==> config.mk <==
export PLATFORM = sky130hd
export DESIGN_NAME = mem_port_arbiter
export DESIGN_NICKNAME = d
export VERILOG_FILES = /design/src/rtl/mem_port_arbiter_pkg.sv /design/src/rtl/mem_port_arbiter_timeout_cnt.sv /design/src/rtl/mem_port_arbiter.sv
export SDC_FILE = /design/constraint.sdc
export NUM_CORES = 1
export LEC_CHECK = 0
export CORE_MARGIN = 10
export CORE_UTILIZATION = 39
export CTS_BUF_LIST = sky130_fd_sc_hd__clkbuf_16
export CTS_CLUSTER_DIAMETER = 30
export CTS_CLUSTER_SIZE = 25
export DETAILED_ROUTE_END_ITERATION = 12
export PLACE_DENSITY = 0.77
export SYNTH_ARGS = -nofsm -noshare
export SYNTH_HDL_FRONTEND = slang
export SYNTH_SLANG_ARGS = --single-unit
==> constraint.sdc <==
create_clock -name clk -period 2.1 [get_ports clk]
set_input_delay 0.21 -clock clk [delete_from_list [all_inputs] [get_ports clk]]
set_output_delay 0.21 -clock clk [all_outputs]
set_load 0.05 [all_outputs]
==> src/rtl/mem_port_arbiter_pkg.sv <==
// Shared definitions for the memory port arbiter: FSM states, data access
// type encodings, default parameter values and a small counter helper.
package mem_port_arbiter_pkg;

  typedef enum logic [1:0] {
    IDLE   = 2'd0,
    D_BUSY = 2'd1,
    I_BUSY = 2'd2
  } arb_state_e;

  // Data access types, forwarded untouched to the memory port
  localparam logic [2:0] DM_W  = 3'b000;
  localparam logic [2:0] DM_H  = 3'b001;
  localparam logic [2:0] DM_B  = 3'b010;
  localparam logic [2:0] DM_HU = 3'b011;
  localparam logic [2:0] DM_BU = 3'b100;

  localparam int unsigned ADDR_W_DEF     = 32;
  localparam int unsigned DATA_W_DEF     = 32;
  localparam int unsigned STARVE_MAX_DEF = 4;
  localparam int unsigned TIMEOUT_DEF    = 255;

  // Width of the busy-cycle counter; comfortably covers TIMEOUT values
  localparam int unsigned CNT_W = 16;

  // Saturating increment used by the anti-starvation counter
  function automatic logic [3:0] starve_inc(input logic [3:0] cur, input logic [3:0] lim);
    if (cur >= lim) begin
      return lim;
    end else begin
      return cur + 4'd1;
    end
  endfunction

endpackage

==> src/rtl/mem_port_arbiter_timeout_cnt.sv <==
// Busy-cycle watchdog for the arbiter. 'load' restarts the count when a
// transaction is granted, 'en' marks each busy cycle, and 'expire' is raised
// during the LIMIT-th busy cycle. LIMIT = 0 disables expiry entirely.
module arb_timeout_cnt
  import mem_port_arbiter_pkg::*;
#(
  parameter int unsigned LIMIT = TIMEOUT_DEF
) (
  input  logic clk,
  input  logic rstn,
  input  logic load,
  input  logic en,
  output logic expire
);

  localparam logic [CNT_W-1:0] LAST_C = CNT_W'(LIMIT - 32'd1);

  logic [CNT_W-1:0] cnt_r;

  // Count busy cycles since the last grant, stopping at the final value
  always_ff @(posedge clk or negedge rstn) begin
    if (!rstn) begin
      cnt_r <= {CNT_W{1'b0}};
    end else if (load) begin
      cnt_r <= {CNT_W{1'b0}};
    end else if (en && (cnt_r != LAST_C)) begin
      cnt_r <= cnt_r + {{(CNT_W-1){1'b0}}, 1'b1};
    end
  end

  // Flag the busy cycle in which the limit is reached
  always_comb begin
    if (LIMIT != 32'd0) begin
      expire = en & (cnt_r == LAST_C);
    end else begin
      expire = 1'b0;
    end
  end

endmodule

==> src/rtl/mem_port_arbiter.sv <==
// Arbiter sharing one variable-latency memory port between instruction fetch
// and the data stage. Data has priority, bounded by an anti-starvation
// counter; redirects discard an outstanding fetch; a busy-cycle watchdog
// raises a sticky bus error. Completion (done/rdata/stall) is combinational
// on mem_ready so the pipeline can advance in the response cycle.
// Optional macro ARB_PERF_CNT_EN adds saturating stall-cycle counters.
module mem_port_arbiter
  import mem_port_arbiter_pkg::*;
#(
  parameter int unsigned ADDR_W     = ADDR_W_DEF,
  parameter int unsigned DATA_W     = DATA_W_DEF,
  parameter int unsigned STARVE_MAX = STARVE_MAX_DEF,
  parameter int unsigned TIMEOUT    = TIMEOUT_DEF
) (
  input  logic              clk,
  input  logic              rstn,
  input  logic              if_req,
  input  logic [ADDR_W-1:0] if_addr,
  input  logic              if_flush,
  output logic              if_done,
  output logic [DATA_W-1:0] if_rdata,
  output logic              if_stall,
  input  logic              dm_req,
  input  logic              dm_we,
  input  logic [2:0]        dm_type,
  input  logic [ADDR_W-1:0] dm_addr,
  input  logic [DATA_W-1:0] dm_wdata,
  output logic              dm_done,
  output logic [DATA_W-1:0] dm_rdata,
  output logic              dm_stall,
  output logic              mem_req,
  output logic              mem_we,
  output logic [2:0]        mem_type,
  output logic [ADDR_W-1:0] mem_addr,
  output logic [DATA_W-1:0] mem_wdata,
  input  logic              mem_ready,
  input  logic [DATA_W-1:0] mem_rdata,
  output logic              bus_err
`ifdef ARB_PERF_CNT_EN
  ,
  output logic [31:0]       perf_if_stall_cnt,
  output logic [31:0]       perf_dm_stall_cnt
`endif
);

  localparam logic [3:0] STARVE_LIM_C = 4'(STARVE_MAX);

  arb_state_e        state_r, state_s;
  logic [3:0]        starve_r, starve_s;
  logic              discard_r;
  logic [DATA_W-1:0] if_rdata_r, dm_rdata_r, resp_data_s;
  logic              grant_d_s, grant_i_s, busy_s, expire_s;
  logic              timeout_s, finish_s, if_done_s, dm_done_s;

  assign busy_s = (state_r != IDLE);

  arb_timeout_cnt #(.LIMIT(TIMEOUT)) u_busy_tmo (
    .clk    (clk),
    .rstn   (rstn),
    .load   (grant_d_s | grant_i_s),
    .en     (busy_s),
    .expire (expire_s)
  );

  // Arbitration in IDLE and completion qualifiers while busy
  always_comb begin
    grant_d_s = 1'b0;
    grant_i_s = 1'b0;
    timeout_s = expire_s & ~mem_ready;
    finish_s  = busy_s & (mem_ready | expire_s);
    if (state_r == IDLE) begin
      if (dm_req && !(if_req && (starve_r == STARVE_LIM_C))) begin
        grant_d_s = 1'b1;
      end else if (if_req && !if_flush) begin
        grant_i_s = 1'b1;
      end else begin
        grant_d_s = 1'b0;
        grant_i_s = 1'b0;
      end
    end else begin
      grant_d_s = 1'b0;
      grant_i_s = 1'b0;
    end
  end

  // Next-state logic
  always_comb begin
    state_s = state_r;
    case (state_r)
      IDLE: begin
        if (grant_d_s) begin
          state_s = D_BUSY;
        end else if (grant_i_s) begin
          state_s = I_BUSY;
        end else begin
          state_s = IDLE;
        end
      end
      D_BUSY, I_BUSY: begin
        if (finish_s) begin
          state_s = IDLE;
        end else begin
          state_s = state_r;
        end
      end
      default: state_s = IDLE;
    endcase
  end

  // Anti-starvation count: grows on data grants that overtake a waiting fetch
  always_comb begin
    starve_s = starve_r;
    if (grant_d_s && if_req) begin
      starve_s = starve_inc(starve_r, STARVE_LIM_C);
    end else if (grant_i_s || ((state_r == IDLE) && !if_req)) begin
      starve_s = 4'd0;
    end else begin
      starve_s = starve_r;
    end
  end

  // Completion pulses, read-data bypass and pipeline freeze outputs.
  // A flush in the response cycle also suppresses the fetch completion.
  // Stalls are gated by rstn so every output reads 0 while in reset.
  always_comb begin
    if_done_s   = (state_r == I_BUSY) & finish_s & ~discard_r & ~if_flush;
    dm_done_s   = (state_r == D_BUSY) & finish_s;
    resp_data_s = timeout_s ? {DATA_W{1'b0}} : mem_rdata;
    if_done     = if_done_s;
    dm_done     = dm_done_s;
    if (if_done_s) begin
      if_rdata = resp_data_s;
    end else begin
      if_rdata = if_rdata_r;
    end
    if (dm_done_s) begin
      dm_rdata = resp_data_s;
    end else begin
      dm_rdata = dm_rdata_r;
    end
    if_stall = rstn & if_req & ~if_done_s;
    dm_stall = rstn & dm_req & ~dm_done_s;
  end

  // State register
  always_ff @(posedge clk or negedge rstn) begin
    if (!rstn) begin
      state_r <= IDLE;
    end else begin
      state_r <= state_s;
    end
  end

  // Memory port request: captured on grant, held stable until completion
  always_ff @(posedge clk or negedge rstn) begin
    if (!rstn) begin
      mem_req   <= 1'b0;
      mem_we    <= 1'b0;
      mem_type  <= DM_W;
      mem_addr  <= {ADDR_W{1'b0}};
      mem_wdata <= {DATA_W{1'b0}};
    end else if (grant_d_s) begin
      mem_req   <= 1'b1;
      mem_we    <= dm_we;
      mem_type  <= dm_type;
      mem_addr  <= dm_addr;
      mem_wdata <= dm_wdata;
    end else if (grant_i_s) begin
      mem_req   <= 1'b1;
      mem_we    <= 1'b0;
      mem_type  <= DM_W;
      mem_addr  <= if_addr;
      mem_wdata <= {DATA_W{1'b0}};
    end else if (finish_s) begin
      mem_req   <= 1'b0;
    end
  end

  // Held read data, fetch discard flag, sticky bus error and starve count
  always_ff @(posedge clk or negedge rstn) begin
    if (!rstn) begin
      if_rdata_r <= {DATA_W{1'b0}};
      dm_rdata_r <= {DATA_W{1'b0}};
      discard_r  <= 1'b0;
      bus_err    <= 1'b0;
      starve_r   <= 4'd0;
    end else begin
      if (if_done_s) begin
        if_rdata_r <= resp_data_s;
      end
      if (dm_done_s) begin
        dm_rdata_r <= resp_data_s;
      end
      if (finish_s) begin
        discard_r <= 1'b0;
      end else if ((state_r == I_BUSY) && if_flush) begin
        discard_r <= 1'b1;
      end
      if (timeout_s) begin
        bus_err <= 1'b1;
      end
      starve_r <= starve_s;
    end
  end

`ifdef ARB_PERF_CNT_EN
  // Saturating count of cycles each pipeline side spends stalled
  always_ff @(posedge clk or negedge rstn) begin
    if (!rstn) begin
      perf_if_stall_cnt <= 32'd0;
      perf_dm_stall_cnt <= 32'd0;
    end else begin
      if (if_stall && (perf_if_stall_cnt != 32'hFFFF_FFFF)) begin
        perf_if_stall_cnt <= perf_if_stall_cnt + 32'd1;
      end
      if (dm_stall && (perf_dm_stall_cnt != 32'hFFFF_FFFF)) begin
        perf_dm_stall_cnt <= perf_dm_stall_cnt + 32'd1;
      end
    end
  end
`endif

endmodule

==> results of run 1 <==
report_power, final:
part / internal (W) / switching (W) / leakage, nW
registers: 0.00426 / 0.000637 / 1.99
clock network: 0.00148 / 0.00122 / 0.262
logic: 0.00460 / 0.00709 / 3.09
final cells by class:
type,count,area share
clock buffer,17,0.0374
clock inverter,14,0.00737
inverter,9,0.00319
multi-input combinational,416,0.249
sequential,157,0.345
tap,220,0.0242
timing repair buffer,358,0.333
per-stage QoR:
step | utilization | hold WS, ns | TNS [ns] | setup WS, ns | instance area (sq um)
6_report | 0.688 | 0.289 | -46.23 | -0.695 | 11400
5_1_grt | 0.688 | 0.292 | -54.07 | -0.764 | 11400
4_1_cts | 0.667 | 0.296 | -44.15 | -0.669 | 11000
3_5_place_dp | 0.618 | 0.0995 | -16.03 | -0.248 | 10200
3_3_place_gp | 0.618 | 0.0971 | -14.47 | -0.224 | 10200
2_1_floorplan | - | -0.0856 | -8.34 | -0.0977 | 6840
critical path, cell delays in order, from the launching register on:
cell and delay (ns):
sky130_fd_sc_hd__dfrtp_1 0.38, sky130_fd_sc_hd__or4_4 0.55, sky130_fd_sc_hd__nor4_4 0.27, sky130_fd_sc_hd__buf_4 0.19, sky130_fd_sc_hd__o211ai_4 0.13, sky130_fd_sc_hd__buf_12 0.19, sky130_fd_sc_hd__a22o_2 0.30, sky130_fd_sc_hd__buf_6 0.16
logic make-up after synthesis:
logic type	count (synthesis)	synth area share
adder cells (fa/ha/maj)	7	0.0134
AO/OA/AOI/OAI	126	0.150
flip-flops	157	0.600
multiplexers	4	0.00612
AND/OR/NAND/NOR	276	0.190
XOR/XNOR	3	0.00401
buffers and inverters	53	0.0357
sequential cells by signal, summed over array words and instances, names as in the netlist, 2 cells and up:
| register | count |
|---|---|
| starve_r | 4 |
| mem_wdata | 32 |
| mem_type | 3 |
| mem_addr | 32 |
| state_r | 2 |
| dm_rdata_r | 32 |
| u_busy_tmo.cnt_r | 16 |
| if_rdata_r | 32 |
repair_timing:
action / CTS / global route
hold buffers: 1 / 0
gates cloned: 1 / 5
pin swaps: 0 / 9
gates resized for setup: 72 / 43
endpoints found under the hold margin: 25 / 0
setup buffers: 0 / 5
endpoints found under the setup margin: 85 / 118
routing by layer:
metal  up-vias  global-route usage
met4         0              0.0584
li1       2872                   -
met2       277               0.336
met3        31              0.0936
met1      3008               0.231
met5         -                   0
placed cells by master, fill, tap and decap left out, types with 5 or more instances in the layout:
master,n
sky130_fd_sc_hd__a22o_2,17
sky130_fd_sc_hd__a22o_4,45
sky130_fd_sc_hd__a31oi_1,35
sky130_fd_sc_hd__and3_1,5
sky130_fd_sc_hd__buf_12,14
sky130_fd_sc_hd__buf_4,52
sky130_fd_sc_hd__buf_6,72
sky130_fd_sc_hd__buf_8,9
sky130_fd_sc_hd__clkbuf_16,21
sky130_fd_sc_hd__clkdlybuf4s50_1,206
sky130_fd_sc_hd__clkinv_2,6
sky130_fd_sc_hd__dfrtp_1,157
sky130_fd_sc_hd__ha_1,6
sky130_fd_sc_hd__inv_1,9
sky130_fd_sc_hd__nand2_1,150
sky130_fd_sc_hd__nand3_1,41
sky130_fd_sc_hd__nand4_1,6
sky130_fd_sc_hd__nor2_1,40
sky130_fd_sc_hd__o21ai_0,7
path summary, 6_finish.rpt:
path	startpoint	to	slack (ns)	cells after the start
max in group asynchronous	rstn	if_rdata_r[26]	0.76	3
hold / removal	rstn	if_rdata_r[23]	0.29	2
min in group clk	dm_wdata[12]	mem_wdata[12]	0.32	3
setup / recovery	u_busy_tmo.cnt_r[8]	dm_rdata[16]	-0.70	7
hold reg to reg	mem_addr[22]	mem_addr[22]	0.49	2
setup reg to reg	u_busy_tmo.cnt_r[8]	dm_rdata_r[4]	-0.19	8
==> results.txt, run 1 <==
sky130_fd_sc_hd__dfrtp_1 takes more of the synthesized area than any other cell. Power spread over the standard cell area amounts to 1690 nW/um^2. The ratio of final minimum period to clock period is 1.33.

The average via count per standard cell is 5.20. The placeable core region is 16500 sq um. The flip-flop and latch count after synthesis came out at 157. The number of remaining DRC errors came out at 0. The critical-path maximum fanout is 17.

The worst setup path is of the reg -> out kind. The relative area change from synthesis to final layout came out at 73.7%. In this run the horizontal extent of the chip is 150 um. The count of final max-slew check failures came to 0. The min-delay analysis places its worst path in the category in -> async.

The worst setup path is captured at an output port. The synthesized area divided by synthesized cell count is 10.5 sq um. In this run, distinct cell masters in the synthesized netlist total 46. The post-synthesis cell count came out at 626. At the worst endpoint, the required time is 1.89 ns. The arrival time reported for the critical path endpoint came out at 2.59 ns.

The detail route stage leaves a number of antenna-violating nets equal to 0. The main flop type after synthesis is sky130_fd_sc_hd__dfrtp_1. The die outline area is 22400 sq um. The weighted congestion at the end of routability-driven global placement is 0.823. The cell area after technology mapping is 6550 sq um. TritonCTS built the clock tree. The clock-pin slew on the worst setup and hold paths is 0.06 ns.

The fill cell total of the finished layout is 1178. The all-layer global routing usage came out at 0.203. By area the synthesized netlist is led by sky130_fd_sc_hd__dfrtp_1, sky130_fd_sc_hd__nand2_1, sky130_fd_sc_hd__a22o_1, sky130_fd_sc_hd__a31oi_1, sky130_fd_sc_hd__nand3_1. The setup slack of the critical path after layout came out at -0.695 ns. The number of placed instances with taps included came out at 1148. For the pin with the worst max-slew slack, the measured transition is 0.792 ns.

Entering global routing, the biggest net connects 133 pins. After global routing the overflow that remains totals 0. The final hold violation count came out at 0. The register area came out at 3930 sq um. The iteration count of the initial detailed-routing pass came out at 5. The number of buffer cells added on primary ports came out at 275. CTS placed an instance of sky130_fd_sc_hd__clkbuf_16 at the clock tree root. The initial utilization of the core area, before any placement, comes to 0.396. For this run, the register share of the synthesized area comes to 0.600. The floorplan die height came out at 150 um.

The count of boundary I/O pins came out at 276. The final reports fail on negative setup slack. The final route contains 6188 vias.

Setup repair after global routing could not meet its margin everywhere. The final worst clock skew is 0.0101 ns. The level count of the clock H-tree is 4. The final period demand of the worst path came out at 2.80 ns.

Yosys mapped a number of flops with a built-in enable equal to 0. For this run, the post-layout net count is 1104. The first-pass GRT wire length came out at 35700 um.

The wire length on met3 is 2600 um. In the synthesized netlist, the cells that appear most often are sky130_fd_sc_hd__dfrtp_1, sky130_fd_sc_hd__nand2_1, sky130_fd_sc_hd__a22o_1, sky130_fd_sc_hd__nand3_1, sky130_fd_sc_hd__nor2_1. The area occupied by multi-input gates is 2830 sq um. The via count of the first global-routing pass is 6286. The total power draw is 0.0193 W.

The number of antenna violations at the first check in global routing is 0. The post-synth net total is 771. For this run, the number of Yosys warnings is 0. The total inserted antenna cells came out at 0. Of the cells placed in the final design, the portion with a size suffix greater than 1 is 0.267. By instance count, the leading cell after synthesis is sky130_fd_sc_hd__dfrtp_1. The initialized floorplan defines 47 standard-cell rows. The tool flagged a number of max-cap violations equal to 0. The count of endpoints failing setup in the final report came out at 99. The average routed wire per standard cell is 20.9 um.

The final routed wirelength across all metal layers came out at 24900 um. The run finished, with violations left. The detailed router's first-iteration violation count is 358. The TritonCTS sink count came out at 157.

The analysis attributes to cell leakage a power of 5.35 nW. The detailed router used layers up to and including met4. The final instance count without filler cells is 1191. STA classifies the critical path startpoint as a flop. The maximum count of clock buffers along a single path came out at 2. Across the VDD grid, the largest voltage drop is 1.11 mV. The wire length on met1 came out at 9450 um.

The met2 routed wirelength is 12300 um. The clock latency reported for the late side of the worst-skew pair came out at 0.42 ns. Buffers inserted during clock tree synthesis total 17. Once detailed placement completed, the half-perimeter wirelength came to 17200 um. The share of flip-flops with an asynchronous set or reset after synthesis is 1.00. The share of synthesized area in the top cell type comes to 0.600.

The maximum frequency from static timing analysis came out at 0.358 GHz. Measured against its own limit, the worst slew margin works out to 0.472.
(Power assumes the default switching activity.)
==> run 2, diff against run 1 <==
--- a/config.mk
+++ b/config.mk
@@ -6,12 +6,13 @@
 export NUM_CORES = 1
 export LEC_CHECK = 0
 export CORE_MARGIN = 10
-export CORE_UTILIZATION = 39
+export CORE_UTILIZATION = 56
 export CTS_BUF_LIST = sky130_fd_sc_hd__clkbuf_16
 export CTS_CLUSTER_DIAMETER = 30
 export CTS_CLUSTER_SIZE = 25
 export DETAILED_ROUTE_END_ITERATION = 12
-export PLACE_DENSITY = 0.77
+export DONT_BUFFER_PORTS = 1
+export PLACE_DENSITY = 0.74
 export SYNTH_ARGS = -nofsm -noshare
 export SYNTH_HDL_FRONTEND = slang
 export SYNTH_SLANG_ARGS = --single-unit
==> run 2 against run 1 <==
  * The flow finishes with violations (negative hold slack, negative setup slack)
  * Core utilization increased by 13 points
  * Sequential power increased by 51%
  * Routed wire length decreased by 2.8%
  * Register-to-register slack got worse by 0.02 ns
  * Clock skew increased by 0.0014 ns
  * Global-route usage increased by 7.9 points
  * Largest cell class unchanged
  * Largest power group is now registers
==> results.txt, run 2 (synthesis gave the netlist of run 1 again) <==
The final instance count without filler cells came out at 922. The run finished, with violations left. The logic gate share of total power is 0.377. The post-layout net count came out at 905.

The final hold violation count came out at 157. The all-layer global routing usage is 0.282. The count of final max-slew check failures is 0. The clock-pin slew on the worst setup and hold paths came out at 0.06 ns. TritonCTS built the clock tree. The critical-path maximum fanout is 7. The arrival time reported for the critical path endpoint came out at 2.60 ns. The cell-internal power is 0.00821 W.

The count of hold-fix buffers inserted at cts came out at 105. The via count of the first global-routing pass came to 6205. The path class of the tightest hold or removal check is in -> async. The final routed wirelength across all metal layers is 24200 um. The initial cell density of the core came out at 0.573. In the layout the commonest cells are sky130_fd_sc_hd__dfrtp_1, sky130_fd_sc_hd__nand2_1, sky130_fd_sc_hd__dlygate4sd3_1. In this design, the stage delay of the slowest critical-path cell is 0.40 ns. The detailed router's first-iteration violation count came out at 603. The final reports fail on negative hold slack, negative setup slack.

For the pin with the worst max-slew slack, the measured transition is 0.582 ns. For this design the ratio of total power to cell area is 1810 nW/um^2. Leaving out fill and tap cells, the most frequent cell in the layout is sky130_fd_sc_hd__dfrtp_1. The buffer cell driving the clock tree root is sky130_fd_sc_hd__clkbuf_16. The die is 128 um wide. In this run the core area contains 39 standard-cell rows. After layout, the worst setup slack is -0.708 ns. The floorplan die height came out at 128 um. The fraction of power consumed by sequential logic came out at 0.440. The clock arrives with 0.0115 ns of skew. In the final routed layout, each cell accounts on average for 26.2 um.

Detailed placement finished with a half-perimeter wire length of 13600 um. Counting both buffers and inverters, the worst setup path holds a total of 3. Dividing the final minimum period by the clock period gives 1.34.

The iteration count of the initial detailed-routing pass came out at 5. The pin count of the biggest net entering global routing is 160. VDD sags by at most 1.90 mV. The final standard cell utilization of the core is 0.815. The clock share of power came out at 0.184. The worst slew margin relative to its limit is 0.612.

The number of buffers inserted during clock tree synthesis came out at 17. The critical path crosses 8 cells after its start point. The maximum frequency from static timing analysis came out at 0.356 GHz.

The level count of the clock H-tree is 4. The critical path goes through inv_1 > ha_1 > or3b_4 > nor4_4 > buf_4 > o21ai_4 > clkbuf_16 > a22o_4. The number of buffer cells added on primary ports came out at 0.

The cell with the largest stage delay on the worst path is sky130_fd_sc_hd__or3b_4. The number of remaining DRC errors is 0. Of the cells placed in the final design, the portion with a size suffix greater than 1 is 0.212. Setup repair after global routing could not meet its margin everywhere. The number of placed instances with taps included is 772. The worst reg-to-reg path cell count is 8. The cell family with the largest share of critical-path delay is simple AND/OR/NAND/NOR gates. The weighted congestion at the end of routability-driven global placement came out at 0.847. The clock latency reported for the late side of the worst-skew pair came out at 0.43 ns. The worst setup path is captured at an output port. The global route total overflow came out at 0. The count of nets left with antenna violations once routing finished came out at 0.

The number of antenna violations at the first check in global routing is 6. Using the TritonRoute via totals, the vias-per-cell ratio works out to 6.37. The final period demand of the worst path came out at 2.81 ns. The count of boundary I/O pins is 276. The first-pass GRT wire length is 36100 um. The total net switching power came out at 0.00861 W. The relative area change from synthesis to final layout came out at 42.2%. The clock passes through at most 2 buffers.

The TritonCTS sink count is 157. Max-cap violations in this run came to 0. The count of endpoints failing setup in the final report is 132. The placeable core region came out at 11400 sq um. The fraction of power spent switching nets came out at 0.512. The required time reported for the critical path endpoint came out at 1.89 ns. The worst setup path is of the reg -> out kind.

The die covers 16400 sq um. STA classifies the critical path startpoint as a flop. The standby leakage power is 4.42 nW. The overall via count from detail_route came out at 5875. Across all hold checks on the routed design, the worst slack comes to -0.522 ns.
run 2: cell types whose count changed in the layout (fill, tap and decap cells not counted), sizes merged, moves of 3 or more:
| cell | previous run | this run |
|---|---|---|
| diode | 0 | 6 |
| clkdlybuf4s50 | 206 | 0 |
| clkbuf | 21 | 18 |
| clkinvlp | 1 | 4 |
| buf | 147 | 52 |
| clkinv | 11 | 5 |
| dlygate4sd3 | 1 | 105 |
run 2: what timing repair did:
| item | 4_1_cts | 5_1_grt |
|---|---|---|
| pin swaps | 26 | 8 |
| setup buffers | 3 | 2 |
| gates resized for setup | 33 | 9 |
| endpoints found under the setup margin | 132 | 152 |
| cloned | 1 | 2 |
| endpoints found under the hold margin | 232 | 157 |
run 2: final timing paths:
kind	startpoint	end	slack, ns
max	u_busy_tmo.cnt_r[0]	if_rdata[30]	-0.71
min in group clk	mem_rdata[1]	dm_rdata_r[1]	0.03
min reg2reg	dm_rdata_r[0]	dm_rdata_r[0]	0.53
min	rstn	dm_rdata_r[3]	-0.52
max reg2reg	u_busy_tmo.cnt_r[0]	if_rdata_r[30]	-0.21
max in group asynchronous	rstn	mem_wdata[9]	2.35
run 2: per-stage QoR:
| step | instance area (sq um) | setup WS [ns] | setup TNS (ns) | hold WS [ns] | total power (W) |
|---|---|---|---|---|---|
| finish | 9310 | -0.708 | -50.75 | -0.522 | 0.0168 |
| global route | 9310 | -0.760 | -58.01 | -0.538 | 0.0174 |
| CTS | 9210 | -0.694 | -49.40 | -0.540 | 0.0165 |
| detailed placement | 7320 | -0.266 | -22.87 | -0.0805 | 0.0129 |
| global placement | 7320 | -0.197 | -15.09 | -0.0806 | 0.0127 |
| floorplan | 6840 | -0.0977 | -8.34 | -0.0856 | 0.0116 |
run 2: routing by layer:
layer | part of all wire | GRT usage
met5 | 0 | 0
met4 | 0.041 | 0.150
met3 | 0.13 | 0.140
met2 | 0.51 | 0.463
met1 | 0.33 | 0.290
run 2: cell type report:
type	count	area (sq um)
diodes	6	15.0
clock inverters	15	163
repair buffers	158	1630
inverters	9	33.8
flip-flops and latches	157	3930
well taps	143	179
multi-input cells	417	2940
clock buffers	17	425
fillers	576	2110
run 2: power groups by stage:
stage                     clock network [W]  logic [W]  registers, W
final                               0.00309    0.00633       0.00740
after global routing                0.00324    0.00663       0.00752
after CTS                           0.00309    0.00608       0.00730
after detailed placement                  0    0.00564       0.00728
after global placement                    0    0.00548       0.00726
after floorplan                           0    0.00466       0.00698
